File: src/rtl/serial_magnitude_comparator_pkg.sv
// Shared definitions for the bit-serial magnitude comparator.
//   state_e     : FSM state encodings (IDLE/SHIFT/DONE)
//   clog2_min1  : constant function sizing the bit counter (never below 1 bit)
package serial_magnitude_comparator_pkg;

    typedef enum logic [1:0] {
        ST_IDLE  = 2'b00,
        ST_SHIFT = 2'b01,
        ST_DONE  = 2'b10
    } state_e;

    // ceil(log2(v)) with a floor of 1 so a WIDTH=1 counter still has a bit.
    function automatic int clog2_min1(input int v);
        int r;
        r = 0;
        while ((1 << r) < v) r++;
        return (r < 1) ? 1 : r;
    endfunction

endpackage

File: src/rtl/serial_magnitude_comparator_one_bit_inequality.sv
// 1-bit inequality cell: gt_o is high when a_i > b_i for single bits.
//   a_i  : left-hand bit
//   b_i  : right-hand bit
//   gt_o : a_i & ~b_i
module one_bit_inequality (
    input  logic a_i,
    input  logic b_i,
    output logic gt_o
);

    assign gt_o = a_i & ~b_i;

endmodule

File: src/rtl/serial_magnitude_comparator.sv
// Bit-serial unsigned magnitude comparator. Latches A/B on start, walks the
// bits MSB-first through two 1-bit inequality cells (one with inputs
// swapped), stops on the first differing bit and reports one-hot gt/eq/lt
// with a single-cycle done pulse.
//   clk, rst_n : clock, async active-low reset
//   start      : request; only honoured in IDLE
//   a, b       : WIDTH-bit unsigned operands, sampled on the accepting edge
//   busy       : high in SHIFT and DONE
//   done       : one-cycle result-valid pulse
//   gt, eq, lt : registered one-hot result, held until the next accept
module serial_magnitude_comparator
    import serial_magnitude_comparator_pkg::*;
#(
    parameter int WIDTH = 8
) (
    input  logic             clk,
    input  logic             rst_n,
    input  logic             start,
    input  logic [WIDTH-1:0] a,
    input  logic [WIDTH-1:0] b,
    output logic             busy,
    output logic             done,
    output logic             gt,
    output logic             eq,
    output logic             lt
);

    localparam int CW = clog2_min1(WIDTH);

    state_e           state_q;
    logic [WIDTH-1:0] sra_q;
    logic [WIDTH-1:0] srb_q;
    logic [CW-1:0]    cnt_q;
    logic             busy_q;
    logic             done_q;
    logic             gt_q;
    logic             eq_q;
    logic             lt_q;

    logic g_bit;
    logic l_bit;

    // Same cell twice: swapping the inputs turns "a > b" into "a < b".
    one_bit_inequality u_gt (
        .a_i  (sra_q[WIDTH-1]),
        .b_i  (srb_q[WIDTH-1]),
        .gt_o (g_bit)
    );

    one_bit_inequality u_lt (
        .a_i  (srb_q[WIDTH-1]),
        .b_i  (sra_q[WIDTH-1]),
        .gt_o (l_bit)
    );

    // busy/done are registered alongside the state so they track it exactly.
    always_ff @(posedge clk or negedge rst_n) begin
        if (!rst_n) begin
            state_q <= ST_IDLE;
            sra_q   <= '0;
            srb_q   <= '0;
            cnt_q   <= '0;
            busy_q  <= 1'b0;
            done_q  <= 1'b0;
            gt_q    <= 1'b0;
            eq_q    <= 1'b0;
            lt_q    <= 1'b0;
        end else begin
            case (state_q)
                ST_IDLE: begin
                    done_q <= 1'b0;
                    if (start) begin
                        sra_q   <= a;
                        srb_q   <= b;
                        cnt_q   <= CW'(WIDTH - 1);
                        gt_q    <= 1'b0;
                        eq_q    <= 1'b0;
                        lt_q    <= 1'b0;
                        busy_q  <= 1'b1;
                        state_q <= ST_SHIFT;
                    end
                end
                ST_SHIFT: begin
                    if (g_bit) begin
                        gt_q    <= 1'b1;
                        done_q  <= 1'b1;
                        state_q <= ST_DONE;
                    end else if (l_bit) begin
                        lt_q    <= 1'b1;
                        done_q  <= 1'b1;
                        state_q <= ST_DONE;
                    end else if (cnt_q == '0) begin
                        // Every bit matched down to the LSB.
                        eq_q    <= 1'b1;
                        done_q  <= 1'b1;
                        state_q <= ST_DONE;
                    end else begin
                        sra_q <= sra_q << 1;
                        srb_q <= srb_q << 1;
                        cnt_q <= cnt_q - 1'b1;
                    end
                end
                ST_DONE: begin
                    done_q  <= 1'b0;
                    busy_q  <= 1'b0;
                    state_q <= ST_IDLE;
                end
                default: begin
                    done_q  <= 1'b0;
                    busy_q  <= 1'b0;
                    state_q <= ST_IDLE;
                end
            endcase
        end
    end

    assign busy = busy_q;
    assign done = done_q;
    assign gt   = gt_q;
    assign eq   = eq_q;
    assign lt   = lt_q;

endmodule
File: config.mk
export PLATFORM = sky130hd
export DESIGN_NAME = serial_magnitude_comparator
export DESIGN_NICKNAME = d
export VERILOG_FILES = /design/src/rtl/serial_magnitude_comparator_pkg.sv /design/src/rtl/serial_magnitude_comparator_one_bit_inequality.sv /design/src/rtl/serial_magnitude_comparator.sv
export SDC_FILE = /design/constraint.sdc
export NUM_CORES = 1
export LEC_CHECK = 0
export ABC_CLOCK_PERIOD_IN_PS = 2060
export BUFFER_PORTS_ARGS = -buffer_cell sky130_fd_sc_hd__clkbuf_2
export CAP_MARGIN = 15
export CORE_MARGIN = 2
export CORE_UTILIZATION = 45
export CTS_CLUSTER_SIZE = 40
export DETAILED_ROUTE_END_ITERATION = 7
export PLACE_DENSITY_LB_ADDON = 0.25
export SYNTH_ARGS = -nofsm -noshare
export SYNTH_HDL_FRONTEND = slang
export SYNTH_HIERARCHICAL = 1
export SYNTH_SLANG_ARGS = --single-unit
File: constraint.sdc
create_clock -name clk -period 2.06 [get_ports clk]
set_input_delay 0.412 -clock clk [delete_from_list [all_inputs] [get_ports clk]]
set_output_delay 0.412 -clock clk [all_outputs]
set_load 0.02 [all_outputs]
After elaboration in Yosys (flattened, before gate mapping). Index checks and enable logic that the tools add are counted.

Bits of input ports: 19. Logic and storage cells: 68. Output and inout port bits: 5. Register bits: 26.

Reductions and logical operators: 9. Muxes and demuxes: 35. $add $sub $neg: 1. Equal/unequal tests: 9. Bitwise gates (word level): 5.

Operators with widths (count): two-way mux 8 bit (8); case mux 8 bit (2 select lines) (2); != test 2 bit (second input constant) (7); two-way mux 3 bit (4); two-way mux 1 bit (11); AND reduction 5 bit (2); two-way mux 2 bit (4); case mux 1 bit (2 select lines) (4); case mux 3 bit (2 select lines) (1); != test 4 bit (second input constant) (1); case mux 2 bit (2 select lines) (1); AND reduction 2 bit (2); AND reduction 4 bit (1); zero test 3 bit (1); NOT 1 bit (3); AND reduction 3 bit (1); subtractor 3 x 1 -> 3 bit (second input constant) (1); bitwise AND 1 bit (2); == test 2 x 1 -> 1 bit (second input constant) (1); zero test 2 bit (1); nonzero test 2 bit (1).

Longest topological paths before layout. Gate-level depths: netlist of the first run.

Depth after elaboration: 5. Gate-level depth with buffers: 7.

Cells and area by module. Netlist of the first run, hierarchy kept.

By module, submodules not included: serial_magnitude_comparator (cells each 165, area an instance 1550.2 µm², sequential area each 650.6 µm², times used 1); one_bit_inequality (cells each 1, area an instance 13.8 µm², sequential area each 0.0 µm², times used 2).

Worst setup path before layout of the first run. Ideal clock, no wire load.

Kind: register -> register. Start point: register srb_q[7]. End point: register sra_q[1]. Clock period less this slack: 1.715 ns. Setup slack: 0.345 ns. Stages on the path, launching flop included: 7. Arrival: 1.585 ns. Cell sequence: dfrtp_1 > nor2b_4 > or4b_1 > buf_2 > buf_6 > o32ai_2 > nor3_1.

Elaborated cells between the ends (all ways): 6. Those cells by class: eq/ne: 2; bitwise: 3; reduce/logical: 1.

RTL lines: from (decl) (line serial_magnitude_comparator.sv:32) `logic [WIDTH-1:0] srb_q;`; from (signal assigned) (line serial_magnitude_comparator.sv:99) `srb_q <= srb_q << 1;`; bitwise AND 1 bit (line serial_magnitude_comparator_one_bit_inequality.sv:11) `assign gt_o = a_i & ~b_i;`; via l_bit (line serial_magnitude_comparator.sv:41) `logic l_bit;`; != test 2 bit (no line); AND reduction 5 bit (no line); to (signal assigned) (line serial_magnitude_comparator.sv:98) `sra_q <= sra_q << 1;`; to (decl) (line serial_magnitude_comparator.sv:31) `logic [WIDTH-1:0] sra_q;`.

The timed path passes the listed nets, and every way through them passes these cells. A chain may end at the register's enable or synchronous reset.

Worst setup path in the final report of the first run.
Start point: register srb_q[7]. End point: register sra_q[6].

The elaborated chain is that of the path after synthesis.

==> results of run 1 <==
[through the flow]
step                      instances  power (W)  worst slack, ns  instance area [µm²]  utilization
after floorplan                 167    0.00198            0.345                 1580            -
after global placement          228    0.00230            0.349                 1740        0.517
after detailed placement        228    0.00235            0.285                 1740        0.517
after CTS                       232    0.00271            0.247                 1790        0.532
after global routing            232    0.00290            0.130                 1790        0.532
final                           232    0.00270            0.244                 1790        0.532
[logic make-up (layout without fill, tap and decap cells)]
group                    Yosys count  in the layout  synth area share
buffers and inverters             20             39            0.0555
adder cells (fa/ha/maj)            2              2            0.0159
flip-flops                        26             26             0.412
AND/OR/NAND/NOR                   59             59             0.213
AO/OA/AOI/OAI                     60             60             0.304
[cell usage in the layout, fill, tap and decap left out, types with 2 or more instances in the layout]
master,instances
clkbuf_4,3
nor3_1,15
o32ai_2,7
o221ai_1,2
buf_4,8
nand2b_1,17
nor2b_4,2
nor2_1,7
o21ai_1,3
clkbuf_2,23
inv_1,3
nor2b_1,6
ha_1,2
dfrtp_1,26
o32ai_1,21
a21oi_1,21
nand2_1,8
[flip-flops by register name (all words and copies together) (netlist names)]
signal   flops
sra_q        8
srb_q        8
cnt_q        3
state_q      2
busy         1
done         1
eq           1
gt           1
lt           1
[how the worst max path moves through the flow]
stage	to	from	slack, ns
after global routing	sra_q[7]$_DFFE_PN0P_	srb_q[7]$_DFFE_PN0P_	0.13
final	sra_q[6]$_DFFE_PN0P_	srb_q[7]$_DFFE_PN0P_	0.24
after floorplan	sra_q[1]$_DFFE_PN0P_	srb_q[7]$_DFFE_PN0P_	0.34
after CTS	sra_q[6]$_DFFE_PN0P_	srb_q[7]$_DFFE_PN0P_	0.25
after global placement	srb_q[2]$_DFFE_PN0P_	srb_q[7]$_DFFE_PN0P_	0.35
after detailed placement	sra_q[6]$_DFFE_PN0P_	srb_q[7]$_DFFE_PN0P_	0.28
[metal layers]
metal / track usage / vias up / part of all wire
li1: - / 671 / -
met1: 0.292 / 700 / 0.45
met2: 0.347 / 45 / 0.48
met3: 0.0250 / 2 / 0.059
met4: 0.0516 / 0 / 0.0048
met5: 0 / - / 0
[final cells by class]
type                            instances  area (µm²)
Multi-Input combinational cell        121         840
Timing Repair Buffer                   31         175
Clock buffer                            3        22.5
Inverter                                4        15.0
Fill cell                             355        1570
Tap cell                               46        57.6
Sequential cell                        26         651
Clock inverter                          1        30.0
[power by group through the flow]
stage	combinational, W	sequential, W	clock [W]
6_report	0.00134	0.00100	0.000356
3_3_place_gp	0.00130	0.000997	0
5_1_grt	0.00147	0.00104	0.000391
4_1_cts	0.00135	0.000997	0.000365
3_5_place_dp	0.00134	0.00101	0
2_1_floorplan	0.00100	0.000978	0
==> results.md, run 1 <==
* H-Tree Depth at 1
* Worst reg2reg path startpoint: srb_q[7]$_DFFE_PN0P_
* Starting Density at 0.469
* Die extent in x at ~63 µm
* Post-synthesis sequential area ratio at 0.412
* Routed Antenna Nets at 0
* Die H at 63.2 µm
* DR vias at 1418
* Die area at 4000 µm²
* TritonCTS clock tree: done
* Yosys cell types at 29
* DRT Pass-1 Iters at 4
* Final setup fails at 0
* Asr flop ratio synth at 1.00
* Worst path depth at 5
* Combinational share of power at 0.497
* First-pass GRT wire length at 6740 µm
* Final hold slack at 0.0952 ns
* Post-Synthesis Cells at around 170
* Crit end category: flop
* CTS max path bufs at 2
* Relative slew margins at 0.540
* Initial drt markers at 97
* CP Data Arrival Time at about 2.0 ns
* Synth Cell Area at approximately 1600 µm²
* Number of placement rows at 21
* Synth Warn # at 6
* Num Clock Sinks at 26
* Setup crit start kind: flop
* #FFs+latches synth at 26
* Final Cycle Share at 0.881
* Clock insertion delay at the later pin of the skew report at ~0.32 ns
* Clk pwr share at 0.132
* Cts hold-fix bufs at 0
* VDD IR max at 0.000675 V
* Prevailing post-synth register cell: dfrtp_1
* Worst path slowest cell: or4b_1
* # diodes at 0
* P_leak at 0.709 nW
* Power Density at 1510 nW/µm²
* Vias in the first global route at ~1400
* Worst Tran Pin Value at about 0.69 ns
* Slowest Stage Delay on Critical Path at 0.50 ns
* Share of cells above drive strength 1 at 0.242
* Ports at 24
* Sw Share at 0.433
* Achievable frequency at 0.551 GHz
* Number of buffers created by CTS at 3
* WP buf/inv at 1
* Synth top area share at 0.412
* Area contributors post-synth: dfrtp_1 41%, o32ai_1 12%, o32ai_2 7.2%
* Count of flip-flops with a built-in enable after synthesis at 0
* Reg2reg end: sra_q[6]$_DFFE_PN0P_
* # nets final at 208
* Post-synth top cells: 26 x dfrtp_1, 21 x a21oi_1, 21 x o32ai_1
* P&R area growth vs syn at 13.5%
* Buffers on Ports at 23
* Antenna violations before repair at 0
* Reg clk slew, reported paths at 0.15 ns
* Count leader, synth: dfrtp_1
* CP required at 2.28 ns
* Total Neg Setup Slack at 0 ns
* Largest net degree at the start of global routing at 27
* Post-synth net total at 188
* Clock skew at 0.00790 ns
* Post-synth top area cell: dfrtp_1
* RSZ-0062 raised after global routing: no
* Remaining DRCs at 0
* Part of the power in registers at 0.372
* Worst R2R Path Depth at 5
* Wire per inst at around 17 µm
* Crit Path Category: reg2reg
* Total GRT Usage at 0.209
* PostCTS Resize Cnt at 0
* Final WL at 3920 µm
* CTS root buf: clkbuf_4
* Detailed Place HPWL at about 2600 µm
* Cell Chain, Critical Path: nor2b_4 -> or4b_1 -> buf_4 -> o32ai_1 -> nor3_1
* Syn Area/Cell at 9.45 µm²
* Internal Power at around 0.0015 W
* Hold WC Path Type: in2async
* MaxCap Viol Count at 0
* Min Clock Period, post-route at 1.82 ns
* Worst Path Max Fanout at 17
* Post-CTS Setup Inserts at 0
* Status: completed
* Final Hold Fails at 0
* R2r setup slk at 0.24 ns
* Total gr overflow at 0
* Max-slew violation count at 0
* P_sw at 0.00117 W
* Core Box Area at 3360 µm²
* Avg Vias per Cell at 6.11
* Placer congestion estimate at 0.811
* CP delay by family, top: simple AND/OR/NAND/NOR gates
No activity file was read; power rests on OpenSTA's default activity.
==> run 2: changes to the inputs <==
--- a/config.mk
+++ b/config.mk
@@ -13,6 +13,7 @@
 export CTS_CLUSTER_SIZE = 40
 export DETAILED_ROUTE_END_ITERATION = 7
 export PLACE_DENSITY_LB_ADDON = 0.25
+export RECOVER_POWER = 100
 export SYNTH_ARGS = -nofsm -noshare
 export SYNTH_HDL_FRONTEND = slang
 export SYNTH_HIERARCHICAL = 1
==> run 2 against run 1 <==
Compared with the run above: sequential share of layout area rose by 1.5 points; highest routed layer unchanged; total power fell by 4.6%; global-route usage did not move; combinational power fell by 7%; largest power group unchanged; register-to-register slack got worse by 0.03 ns; largest cell class unchanged; utilization fell by 2.1 points; critical endpoint is now sra_q[2]$_DFFE_PN0P_.
==> results.md, run 2 (same netlist as run 1, synthesis figures left out) <==
* Ports at 24
* RSZ-0062 raised after global routing: no
* CTS root buf: clkbuf_4
* Relative slew margins at 0.0299
* Highest-count cells in the layout ignoring fill and taps: 28 x o32ai_1, 26 x dfrtp_1, 21 x a21oi_1
* Achievable frequency at 0.540 GHz
* P&R area growth vs syn at 8.96%
* Max-slew violation count at 0
* Total gr overflow at 0
* Total GRT Usage at 0.209
* Largest registers: sra_q (8), srb_q (8), cnt_q (3)
* Hold WC Path Type: in2async
* Reg2reg end: sra_q[2]$_DFFE_PN0P_
* PostCTS Resize Cnt at 0
* Routed Antenna Nets at 0
* Vias in the first global route at 1433
* DRT Pass-1 Iters at 4
* Final Instance Area at between 1500 and 2000 µm²
* Buffers on Ports at 23
* Commonest non-fill, non-tap cell in the layout: o32ai_1
* Final Total Pwr at 0.00258 W
* Number of placement rows at 21
* Worst R2R Path Depth at 5
* Status: completed
* Power Density at between 1000 and 1500 nW/µm²
* CP required at 2.28 ns
* Final Cycle Share at 0.898
* Placed Instances at ~230
* MaxCap Viol Count at 0
* Crit end category: flop
* TritonCTS clock tree: done
* Antenna violations before repair at 0
* CP Data Arrival Time at 2.07 ns
* # nets final at between 200 and 250
* Initial drt markers at 79
* Die H at 63.2 µm
* Post-CTS Setup Inserts at 0
* Worst Tran Pin Value at between 1 and 1.5 ns
* Remaining DRCs at 0
* Number of buffers created by CTS at 3
* Die area at 4000 µm²
* CTS max path bufs at 2
* Reg clk slew, reported paths at 0.15 ns
* Cell Chain, Critical Path: nor2b_1 -> or4b_1 -> buf_4 -> o32ai_1 -> nor3_1
* Avg Vias per Cell at between 6 and 7
* Final Hold Fails at 0
* Placer congestion estimate at 0.811
* Slowest Stage Delay on Critical Path at 0.51 ns
* Final WL at roughly 4000 µm
* Num Clock Sinks at 26
* Crit Path Category: reg2reg
* Wire per inst at 16.8 µm
* Die extent in x at 63.2 µm
* Non-Filler Instances at 232
* Total Neg Setup Slack at 0 ns
* Worst path slowest cell: or4b_1
* P_leak at 0.662 nW
* Multi-input gate area at between 700 and 800 µm²
* R2r setup slk at 0.21 ns
* # fillers at 371
* First-pass GRT wire length at 6740 µm
* Clock skew at roughly 0.0050 ns
* Detailed Place HPWL at 2610 µm
* Core Box Area at around 3400 µm²
* DR vias at about 1400
* Starting Density at 0.469
* # diodes at 0
* Placed Area at approximately 1700 µm²
* Worst reg2reg path startpoint: srb_q[7]$_DFFE_PN0P_
* Largest net degree at the start of global routing at 27
* Post-layout util at 0.511
* VDD IR max at 0.000653 V
* Register Area at 651 µm²
* Cts hold-fix bufs at 0
* Clock insertion delay at the later pin of the skew report at 0.32 ns
* H-Tree Depth at 1
* Final setup fails at 0
* Min Clock Period, post-route at 1.85 ns
* Share of cells above drive strength 1 at 0.156
* Setup crit start kind: flop
* Worst Path Max Fanout at 17
run 2: layout make-up:
class | count | area share
clock inverter | 1 | 0.0175
timing repair buffer | 31 | 0.0953
tap | 46 | 0.0335
clock buffer | 3 | 0.0131
sequential | 26 | 0.378
multi-input combinational | 121 | 0.453
inverter | 4 | 0.00873
run 2: layer usage:
layer | up-vias | share of wire | GRT usage
met1 | 697 | 0.46 | 0.292
met4 | 0 | 0.0049 | 0.0516
met3 | 2 | 0.051 | 0.0250
met2 | 49 | 0.48 | 0.347
met5 | - | 0 | 0
li1 | 676 | - | -
run 2: power by group:
part	total (W)	internal (W)	switching, W	leakage, nW
Sequential	0.000976	0.000741	0.000235	0.300
Combinational	0.00125	0.000524	0.000723	0.335
Clock	0.000355	0.000197	0.000159	0.0279
run 2: critical path: cells and delay by family (launching register included):
family                 cells  cell delay, ns
AND/OR/NAND/NOR            3            0.80
flip-flops                 1            0.47
AO/OA/AOI/OAI              1            0.27
buffers and inverters      1            0.21
run 2: worst max path at each step:
stage | slack [ns] | cells after the start | start | end
6_report | 0.21 | 5 | srb_q[7]$_DFFE_PN0P_ | sra_q[2]$_DFFE_PN0P_
5_1_grt | 0.1 | 5 | srb_q[7]$_DFFE_PN0P_ | sra_q[7]$_DFFE_PN0P_
4_1_cts | 0.25 | 5 | srb_q[7]$_DFFE_PN0P_ | sra_q[6]$_DFFE_PN0P_
3_5_place_dp | 0.28 | 5 | srb_q[7]$_DFFE_PN0P_ | sra_q[6]$_DFFE_PN0P_
3_3_place_gp | 0.35 | 5 | srb_q[7]$_DFFE_PN0P_ | srb_q[2]$_DFFE_PN0P_
2_1_floorplan | 0.34 | 6 | srb_q[7]$_DFFE_PN0P_ | sra_q[1]$_DFFE_PN0P_
run 2: per-stage QoR:
step                worst slack [ns]  hold WS (ns)
floorplan                      0.345         0.116
global placement               0.349         0.476
detailed placement             0.285         0.481
CTS                            0.247         0.115
global route                  0.0981         0.414
finish                         0.210         0.405
